**src/rtl/thread_manager_pkg.sv**
```systemverilog
// Shared types and sizing for the thread manager and its launch FIFO.
package thread_manager_pkg;

  localparam int unsigned NUM_OF_STP = 4;
  localparam int unsigned ADDR_WIDTH = 64;
  localparam int unsigned TID_WIDTH  = 8;

  typedef struct packed {
    logic [ADDR_WIDTH-1:0] pc;
    logic [TID_WIDTH-1:0]  tid;
  } tm_req_t;

  typedef enum logic [1:0] {
    TM_IDLE,
    TM_DISPATCH,
    TM_RUN,
    TM_REPORT
  } tm_slot_state_e;

endpackage

```
**src/rtl/thread_manager_fifo.sv**
```systemverilog
// Synchronous launch FIFO: power-of-two depth, push/pop/full/empty/count.
module tm_fifo #(
  parameter int unsigned DEPTH = 8,
  parameter int unsigned WIDTH = 8
) (
  input  logic                       clk,
  input  logic                       reset,
  input  logic                       i_push,
  input  logic [WIDTH-1:0]           i_data,
  input  logic                       i_pop,
  output logic [WIDTH-1:0]           o_data,
  output logic                       o_full,
  output logic                       o_empty,
  output logic [$clog2(DEPTH+1)-1:0] o_count
);

  localparam int unsigned PTR_W = $clog2(DEPTH);
  localparam int unsigned CNT_W = $clog2(DEPTH + 1);

  logic [WIDTH-1:0] r_mem [DEPTH];
  logic [PTR_W-1:0] r_wr_ptr;
  logic [PTR_W-1:0] r_rd_ptr;
  logic [CNT_W-1:0] r_count;
  logic             w_do_push;
  logic             w_do_pop;

  assign o_full    = (r_count == CNT_W'(DEPTH));
  assign o_empty   = (r_count == '0);
  assign o_count   = r_count;
  assign o_data    = r_mem[r_rd_ptr];
  assign w_do_push = i_push && !o_full;
  assign w_do_pop  = i_pop && !o_empty;

  // Pointers wrap naturally because DEPTH is a power of two.
  always_ff @(posedge clk or posedge reset) begin
    if (reset) begin
      r_wr_ptr <= '0;
      r_rd_ptr <= '0;
      r_count  <= '0;
    end else begin
      if (w_do_push) r_wr_ptr <= r_wr_ptr + PTR_W'(1);
      if (w_do_pop)  r_rd_ptr <= r_rd_ptr + PTR_W'(1);
      case ({w_do_push, w_do_pop})
        2'b10:   r_count <= r_count + CNT_W'(1);
        2'b01:   r_count <= r_count - CNT_W'(1);
        default: r_count <= r_count;
      endcase
    end
  end

  always_ff @(posedge clk) begin
    if (w_do_push) r_mem[r_wr_ptr] <= i_data;
  end

endmodule

```
**src/rtl/thread_manager.sv**
```systemverilog
// Queues host thread launches, dispatches them to idle stp pipelines and reports completions.
module thread_manager
  import thread_manager_pkg::*;
#(
  parameter int unsigned QUEUE_DEPTH = 8
) (
  input  logic                                  clk,
  input  logic                                  reset,
  input  logic                                  tm_enable,
  input  logic                                  host_req_vld,
  input  logic [ADDR_WIDTH-1:0]                 host_req_pc,
  input  logic [TID_WIDTH-1:0]                  host_req_tid,
  output logic                                  host_req_ready,
  output logic [NUM_OF_STP-1:0]                 tm_req_vld,
  output tm_req_t [NUM_OF_STP-1:0]              tm_req,
  input  logic [NUM_OF_STP-1:0]                 tm_req_grant,
  input  logic [NUM_OF_STP-1:0]                 tm_rsp_vld,
  output logic [NUM_OF_STP-1:0]                 tm_rsp_ack,
  output logic                                  done_vld,
  output logic [TID_WIDTH-1:0]                  done_tid,
  output logic [$clog2(NUM_OF_STP+1)-1:0]       active_threads,
  output logic [$clog2(QUEUE_DEPTH+1)-1:0]      queue_count,
  output logic                                  err_unexpected_rsp
);

  localparam int unsigned IDX_W = (NUM_OF_STP > 1) ? $clog2(NUM_OF_STP) : 1;
  localparam int unsigned ACT_W = $clog2(NUM_OF_STP + 1);

  tm_slot_state_e          r_state     [NUM_OF_STP];
  tm_slot_state_e          w_state_nxt [NUM_OF_STP];
  tm_req_t [NUM_OF_STP-1:0] r_req;
  tm_req_t                 w_host_req;
  tm_req_t                 w_fifo_head;
  logic                    w_fifo_full;
  logic                    w_fifo_empty;
  logic                    w_push;
  logic                    w_pop;
  logic                    w_disp_any;
  logic [IDX_W-1:0]        w_disp_idx;
  logic                    w_cmp_any;
  logic [IDX_W-1:0]        w_cmp_idx;
  logic [NUM_OF_STP-1:0]   w_unexp;
  logic [ACT_W-1:0]        w_active_nxt;
  logic                    r_done_vld;
  logic [TID_WIDTH-1:0]    r_done_tid;
  logic [ACT_W-1:0]        r_active;
  logic                    r_err;

  assign w_host_req     = {host_req_pc, host_req_tid};
  assign w_push         = host_req_vld && !w_fifo_full;
  assign w_pop          = tm_enable && !w_fifo_empty && w_disp_any;
  assign host_req_ready = !w_fifo_full;

  tm_fifo #(
    .DEPTH (QUEUE_DEPTH),
    .WIDTH ($bits(tm_req_t))
  ) u_fifo (
    .clk     (clk),
    .reset   (reset),
    .i_push  (w_push),
    .i_data  (w_host_req),
    .i_pop   (w_pop),
    .o_data  (w_fifo_head),
    .o_full  (w_fifo_full),
    .o_empty (w_fifo_empty),
    .o_count (queue_count)
  );

  // Fixed-priority pickers: lowest-index IDLE slot and lowest-index finished RUN slot.
  always_comb begin
    w_disp_any = 1'b0;
    w_disp_idx = '0;
    w_cmp_any  = 1'b0;
    w_cmp_idx  = '0;
    for (int i = 0; i < NUM_OF_STP; i++) begin
      if (!w_disp_any && r_state[i] == TM_IDLE) begin
        w_disp_any = 1'b1;
        w_disp_idx = IDX_W'(i);
      end
      if (!w_cmp_any && r_state[i] == TM_RUN && tm_rsp_vld[i]) begin
        w_cmp_any = 1'b1;
        w_cmp_idx = IDX_W'(i);
      end
    end
  end

  always_comb begin
    tm_rsp_ack   = '0;
    w_unexp      = '0;
    w_active_nxt = '0;
    for (int i = 0; i < NUM_OF_STP; i++) begin
      w_state_nxt[i] = r_state[i];
      case (r_state[i])
        TM_IDLE:     if (w_pop && w_disp_idx == IDX_W'(i)) w_state_nxt[i] = TM_DISPATCH;
        TM_DISPATCH: if (tm_req_grant[i]) w_state_nxt[i] = TM_RUN;
        TM_RUN: begin
          if (w_cmp_any && w_cmp_idx == IDX_W'(i)) begin
            w_state_nxt[i] = TM_REPORT;
            tm_rsp_ack[i]  = 1'b1;
          end
        end
        TM_REPORT:   w_state_nxt[i] = TM_IDLE;
        default:     w_state_nxt[i] = TM_IDLE;
      endcase
      if (tm_rsp_vld[i] && r_state[i] != TM_RUN) w_unexp[i] = 1'b1;
      if (w_state_nxt[i] != TM_IDLE) w_active_nxt = w_active_nxt + ACT_W'(1);
    end
  end

  always_ff @(posedge clk or posedge reset) begin
    if (reset) begin
      for (int i = 0; i < NUM_OF_STP; i++) r_state[i] <= TM_IDLE;
      r_done_vld <= 1'b0;
      r_done_tid <= '0;
      r_active   <= '0;
      r_err      <= 1'b0;
    end else begin
      for (int i = 0; i < NUM_OF_STP; i++) r_state[i] <= w_state_nxt[i];
      r_done_vld <= w_cmp_any;
      if (w_cmp_any) r_done_tid <= r_req[w_cmp_idx].tid;
      r_active   <= w_active_nxt;
      r_err      <= r_err | (|w_unexp);
    end
  end

  // Slot payload is captured at pop and held steady through DISPATCH/RUN.
  always_ff @(posedge clk or posedge reset) begin
    if (reset) begin
      r_req <= '0;
    end else if (w_pop) begin
      r_req[w_disp_idx] <= w_fifo_head;
    end
  end

  always_comb begin
    tm_req_vld = '0;
    for (int i = 0; i < NUM_OF_STP; i++) tm_req_vld[i] = (r_state[i] == TM_DISPATCH);
  end

  assign tm_req             = r_req;
  assign done_vld           = r_done_vld;
  assign done_tid           = r_done_tid;
  assign active_threads     = r_active;
  assign err_unexpected_rsp = r_err;

endmodule
```
**config.mk**
```make
export PLATFORM = sky130hd
export DESIGN_NAME = thread_manager
export DESIGN_NICKNAME = d
export VERILOG_FILES = /design/src/rtl/thread_manager_pkg.sv /design/src/rtl/thread_manager_fifo.sv /design/src/rtl/thread_manager.sv
export SDC_FILE = /design/constraint.sdc
export NUM_CORES = 1
export LEC_CHECK = 0
export CAP_MARGIN = 20
export CORE_ASPECT_RATIO = 1.75
export CORE_MARGIN = 4
export CORE_UTILIZATION = 62
export CTS_BUF_LIST = sky130_fd_sc_hd__clkbuf_8
export DETAILED_ROUTE_END_ITERATION = 7
export PLACE_DENSITY = 0.94
export SYNTH_ARGS = -nofsm -noshare
export SYNTH_HDL_FRONTEND = slang
export SYNTH_SLANG_ARGS = --single-unit
```
**constraint.sdc**
```tcl
create_clock -name clk -period 31.7 [get_ports clk]
set_input_delay 6.34 -clock clk [delete_from_list [all_inputs] [get_ports clk]]
set_output_delay 6.34 -clock clk [all_outputs]
set_load 0.02 [all_outputs]
```
==> impl_metrics.json, run 1 <==
{
  "die_w_um": 184,
  "skew_ns": 0.0369,
  "cp_slowest_cell": "clkdlybuf4s50_1",
  "htree_num_levels": 3,
  "fmax_mhz": 67.8,
  "cts_tree": "yes",
  "ys_top_cells_by_area": "edfxtp_1, dfrtp_1, mux4_2, a21oi_1, nor2_1",
  "drive_gt1_share_pct": 14.1,
  "ant_nets": 0,
  "vias_per_cell": 6.21,
  "grt_max_degree": 108,
  "synth.most_common_cell": "edfxtp_1",
  "holdBufCountCts": 0,
  "drv_cap": 0,
  "power_switching_share_pct": 37.4,
  "worst-r2r-setup-slack_ns": 28.20,
  "finalCritPeriodShare_pct": 46.5,
  "synth_area_um2": 33500,
  "dp.final_hpwl_um": 50500,
  "min_to": "tm_req[10]",
  "routed_wl_um": 84400,
  "antenna_found_initial": 24,
  "synth-async-reset-ratio_pct": 35.6,
  "min_delay_path_depth": 2,
  "gp_congestion": 0.872,
  "chipHeight_um": 315,
  "grt_pass1_wl_um": 127000,
  "slew_viol_final": 0,
  "die_area_um2": 58000,
  "numCtsBuffers": 118,
  "path_cells": "clkdlybuf4s50_1 -> and3b_1 -> a21o_1 -> nor2b_1 -> clkdlybuf4s50_1",
  "num_io_pins": 398,
  "clkSinkCount": 895,
  "irDropWorstVdd_v": 0.0000670,
  "start_util_pct": 62.7,
  "synth_edf_count": 576,
  "p_comb_share_pct": 39.7,
  "multi_input_area_um2": 7680,
  "cts_resized": 0,
  "setup_violations": 0,
  "coreArea_um2": 53400,
  "hp-class": "flop to flop",
  "p_leak_nw": 14.8,
  "endpoint_kind": "output pin",
  "cp.required_ns": 25.36,
  "grt_use_total_pct": 29.1,
  "cts_root_buf": "clkbuf_8",
  "cp_max_fo": 11,
  "yosysTopAreaCell": "edfxtp_1",
  "r2r-end": "tm_req[18]",
  "tns_ns": 0,
  "row_count": 112,
  "fin_nets": 2513,
  "yosysUniqueCellTypes": 45,
  "status": "finished clean",
  "cpPeakStageDelay_ns": 0.67,
  "fillers": 2829,
  "relSlewSlack_pct": 26.2,
  "synthFlopType": "edfxtp_1",
  "power_switching_mw": 1.63,
  "final_util_pct": 75.8,
  "path_depth": 5,
  "grt_pass1_vias": 21236,
  "seq_area_um2": 25300,
  "path_common_cell": "clkdlybuf4s50_1",
  "clk_pin_slew_ns": 0.07,
  "drc": 0,
  "cts_buffer_depth": 3,
  "intPower_mw": 2.72,
  "ff2ff_path_depth": 4,
  "cp.arrival_ns": 8.41,
  "r2r-start": "u_fifo.r_rd_ptr[0]",
  "yosysSeqAreaShare_pct": 75.5,
  "start_kind": "input pin",
  "cp_num_buf_inv": 2,
  "ys_seq_elements": 895,
  "hold_path_startpoint": "tm_req[10]",
  "syn_area_per_cell_um2": 16.9,
  "synth.net_count": 2079,
  "hold_viol": 0,
  "rsz0062_at_grt": "false",
  "firstDrtPassIters": 6,
  "port-buffer-count": 397,
  "grt_overflow": 0,
  "pwr-share-clk_pct": 19.0,
  "worstMarginPinSlew_ns": 1.11,
  "pwr-share-seq_pct": 41.3,
  "ys_warn_count": 0,
  "syn_inst": 1986,
  "num_vias": 20069,
  "power.density_nw_per_um2": 107,
  "finalCriticalPeriod_ns": 14.75,
  "drt_iter0_drc": 1914,
  "crit_family": "buffers and inverters",
  "post_cts_buffers": 0,
  "syn_to_final_growth_pct": 20.8,
  "post_drt_wl_per_cell_um": 26.1,
  "ys_top_cells_by_count": "edfxtp_1, dfrtp_1, nor2_1, a21oi_1, mux4_2",
  "crit_type": "input pin to output pin",
  "clkLatencyLatePin_ns": 0.72,
  "synth_top_area_share_pct": 51.6
}
==> through the flow <==
stage                     worst slack (ns)  instances  instance area [um^2]  hold WS [ns]  power (mW)
after floorplan                      16.53       1986                 33500         0.488        2.75
after global placement               16.93       2981                 38100         0.463        3.40
after detailed placement             16.93       2981                 38100         0.472        3.51
after CTS                            16.92       3206                 40300         0.488        4.35
after global routing                 16.85       3226                 40400         0.511        4.54
final                                16.95       3230                 40500         0.483        4.34
==> routing by layer <==
| metal | wire [um] | track usage (%) | vias up |
|---|---|---|---|
| li1 | - | - | 8408 |
| met1 | 29100 | 35.4 | 10223 |
| met2 | 44600 | 50.1 | 1196 |
| met3 | 6780 | 5.59 | 236 |
| met4 | 3930 | 14.6 | 6 |
| met5 | 35 | 0 | - |
==> logic make-up (layout without fill, tap and decap cells) <==
logic type	after synthesis	count (layout)	share of synthesized area, %
AO/OA/AOI/OAI	352	352	5.67
XOR/XNOR	9	9	0.235
adder cells (fa/ha/maj)	9	9	0.359
buffers and inverters	127	666	1.84
flip-flops	895	895	75.5
multiplexers	220	220	12.0
other	0	21	0
AND/OR/NAND/NOR	374	374	4.47
==> registers in the layout (all words and copies together) (netlist names) <==
| signal | count |
|---|---|
| tm_req | 288 |
| done_vld | 1 |
| u_fifo.o_count | 4 |
| u_fifo.r_mem | 576 |
| done_tid | 8 |
| r_state | 8 |
| err_unexpected_rsp | 1 |
| u_fifo.r_wr_ptr | 3 |
| active_threads | 3 |
| u_fifo.r_rd_ptr | 3 |
==> tightest hold or removal path, stage by stage (launching register included) <==
cell and delay (ns):
dfrtp_1 0.34, nand2_1 0.05, o21ai_0 0.06
==> area by class of cell <==
type,instances,share of cell area [%]
multi-input cells,964,19.0
repair buffers,425,10.4
clock inverters,102,1.47
diodes,21,0.130
well taps,684,2.12
inverters,16,0.167
clock buffers,123,4.18
flip-flops and latches,895,62.5
==> placed cells by master (no fill, tap or decap), drive strengths merged, types with 3 or more instances in the layout <==
cell type / count
dfrtp: 319
nor2: 241
clkinv: 48
a21o: 7
nand2b: 3
mux2: 3
ha: 8
nand2: 96
inv: 59
nor3: 10
nand3: 4
clkbuf: 124
mux4: 144
diode: 21
xnor2: 6
o22a: 8
a21oi: 229
edfxtp: 576
mux2i: 73
a22oi: 8
nor2b: 8
bufinv: 6
xor2: 3
o22ai: 3
buf: 27
clkinvlp: 5
o21ai: 84
clkdlybuf4s50: 397
==> worst max-delay path by stage <==
stage | startpoint | slack, ns | to
after floorplan | reset | 16.53 | active_threads[0]
after global placement | tm_rsp_vld[1] | 16.93 | tm_rsp_ack[2]
after detailed placement | tm_rsp_vld[1] | 16.93 | tm_rsp_ack[2]
after CTS | tm_rsp_vld[1] | 16.92 | tm_rsp_ack[2]
after global routing | tm_rsp_vld[1] | 16.85 | tm_rsp_ack[3]
final | tm_rsp_vld[1] | 16.95 | tm_rsp_ack[2]
==> power by group through the flow <==
| stage | clock network [mW] | registers [mW] | logic (mW) |
|---|---|---|---|
| floorplan | 0 | 1.96 | 0.794 |
| global placement | 0 | 1.78 | 1.63 |
| detailed placement | 0 | 1.81 | 1.70 |
| CTS | 0.835 | 1.79 | 1.72 |
| global route | 0.891 | 1.82 | 1.83 |
| finish | 0.823 | 1.79 | 1.73 |
(Power assumes the default switching activity.)
==> inputs of run 2 (changes only) <==
--- a/config.mk
+++ b/config.mk
@@ -8,10 +8,10 @@
 export CAP_MARGIN = 20
 export CORE_ASPECT_RATIO = 1.75
 export CORE_MARGIN = 4
-export CORE_UTILIZATION = 62
+export CORE_UTILIZATION = 58
 export CTS_BUF_LIST = sky130_fd_sc_hd__clkbuf_8
 export DETAILED_ROUTE_END_ITERATION = 7
-export PLACE_DENSITY = 0.94
+export PLACE_DENSITY = 0.89
 export SYNTH_ARGS = -nofsm -noshare
 export SYNTH_HDL_FRONTEND = slang
 export SYNTH_SLANG_ARGS = --single-unit
==> constraint.sdc (replaced) <==
create_clock -name clk -period 15.3 [get_ports clk]
set_input_delay 3.06 -clock clk [delete_from_list [all_inputs] [get_ports clk]]
set_output_delay 3.06 -clock clk [all_outputs]
set_load 0.02 [all_outputs]
==> impl_metrics.json, run 2 (synthesized netlist as in run 1, its figures left out) <==
{
  "status": "finished clean",
  "dp.final_hpwl_um": 50200,
  "cp_max_fo": 11,
  "r2r-start": "u_fifo.r_rd_ptr[0]",
  "path_common_cell": "clkdlybuf4s50_1",
  "irDropWorstVdd_v": 0.000183,
  "port-buffer-count": 397,
  "cp.required_ns": 12.24,
  "grt_pass1_vias": 21020,
  "cp.arrival_ns": 5.18,
  "cts_root_buf": "clkbuf_8",
  "hold_viol": 0,
  "worstMarginPinSlew_ns": 1.10,
  "num_vias": 19666,
  "grt_pass1_wl_um": 124000,
  "largest_reg_flops": 576,
  "antenna_found_initial": 12,
  "routed_wl_um": 81200,
  "chipHeight_um": 326,
  "path_cells": "clkdlybuf4s50_1 -> and3b_1 -> a21o_1 -> nor3_1 -> clkdlybuf4s50_1",
  "startpoint": "tm_rsp_vld[1]",
  "row_count": 116,
  "finalInstanceArea_um2": 40700,
  "pwr-share-seq_pct": 40.8,
  "ant_nets": 0,
  "cts_tree": "yes",
  "crit_type": "input pin to output pin",
  "fillers": 3442,
  "num_io_pins": 398,
  "mostFrequentLayoutCells": "edfxtp_1, clkdlybuf4s50_1, dfrtp_1, nor2_1, a21oi_1",
  "relSlewSlack_pct": 26.8,
  "cpPeakStageDelay_ns": 0.67,
  "crit_family": "buffers and inverters",
  "final_common_cell": "edfxtp_1",
  "gp_congestion": 0.871,
  "coreArea_um2": 57200,
  "fin_nets": 2516,
  "firstDrtPassIters": 5,
  "drive_gt1_share_pct": 14.6,
  "drv_cap": 0,
  "power_switching_mw": 3.31,
  "drt_iter0_drc": 1619,
  "grt_use_total_pct": 26.3,
  "start_kind": "input pin",
  "syn_to_final_growth_pct": 21.5,
  "rsz0062_at_grt": "false",
  "power.density_nw_per_um2": 221,
  "post-place-cells": 3070,
  "cts_resized": 0,
  "setup_violations": 0,
  "tns_ns": 0,
  "p_leak_nw": 14.9,
  "grt_overflow": 0,
  "clkLatencyLatePin_ns": 0.70,
  "fmax_mhz": 121,
  "hp-class": "flop to flop",
  "finalCritPeriodShare_pct": 53.8,
  "p_comb_share_pct": 39.6,
  "finalCriticalPeriod_ns": 8.24,
  "skew_ns": 0.0336,
  "cts_buffer_depth": 3,
  "holdBufCountCts": 0,
  "power_switching_share_pct": 36.8,
  "final_util_pct": 71.1,
  "clkSinkCount": 895,
  "intPower_mw": 5.68,
  "start_util_pct": 58.6,
  "htree_num_levels": 3,
  "endpoint_kind": "output pin",
  "slew_viol_final": 0,
  "clk_pin_slew_ns": 0.06,
  "hold_path_startpoint": "tm_req[34]",
  "cp_num_buf_inv": 2,
  "die_area_um2": 61800,
  "vias_per_cell": 5.96,
  "numCtsBuffers": 115,
  "placed_cell_area_um2": 38200,
  "grt_max_degree": 117,
  "die_w_um": 190,
  "cp_slowest_cell": "clkdlybuf4s50_1",
  "drc": 0,
  "pwr-share-clk_pct": 19.5,
  "top_register": "u_fifo.r_mem",
  "post_drt_wl_per_cell_um": 24.6,
  "fin_cells": 3302,
  "post_cts_buffers": 0
}
run 2: worst register-to-register path: cells and delay by family, from the launching register on:
| kind | cells | cell delay (ns) |
|---|---|---|
| AO/OA/AOI/OAI | 1 | 0.17 |
| buffers and inverters | 2 | 1.36 |
| flip-flops | 1 | 0.80 |
| multiplexers | 2 | 1.29 |
run 2: path summary, 6_finish.rpt:
| path | end | slack (ns) | depth (start not counted) |
|---|---|---|---|
| max in group asynchronous | tm_req[25] | 11.03 | 3 |
| hold reg to reg | tm_req[34] | 0.48 | 2 |
| setup / recovery | tm_rsp_ack[3] | 7.06 | 5 |
| min in group asynchronous | tm_req[156] | 2.88 | 2 |
| setup reg to reg | tm_req[243] | 11.49 | 5 |
| hold / removal | tm_req[34] | 0.48 | 2 |
run 2: through the flow:
| step | hold slack, ns | power, mW | setup slack, ns |
|---|---|---|---|
| detailed placement | 0.470 | 7.26 | 7.11 |
| floorplan | 0.488 | 5.71 | 3.41 |
| global placement | 0.462 | 7.07 | 7.17 |
| finish | 0.483 | 8.99 | 7.06 |
| CTS | 0.487 | 9.03 | 7.10 |
| global route | 0.510 | 9.42 | 7.00 |
run 2: area by class of cell:
cell class,count,area [um^2],area share (%)
Tap cell,767,960,2.36
Antenna cell,11,27.5,0.0677
Timing Repair Buffer,431,4270,10.5
Clock buffer,142,1950,4.80
Multi-Input combinational cell,964,7680,18.9
Inverter,16,67.6,0.166
Clock inverter,76,438,1.08
Sequential cell,895,25300,62.2
run 2: routing by layer:
metal | vias up | global-route usage (%) | routed length, um
met5 | - | 0 | 33
met2 | 1007 | 46.5 | 43200
met3 | 197 | 5.45 | 6120
li1 | 8404 | - | -
met1 | 10054 | 31.7 | 28800
met4 | 4 | 10.9 | 3040
run 2: power groups by stage:
stage	clock network, mW	registers, mW	logic (mW)
2_1_floorplan	0	4.06	1.65
3_3_place_gp	0	3.69	3.38
3_5_place_dp	0	3.74	3.52
4_1_cts	1.79	3.70	3.54
5_1_grt	1.90	3.73	3.79
6_report	1.75	3.67	3.56
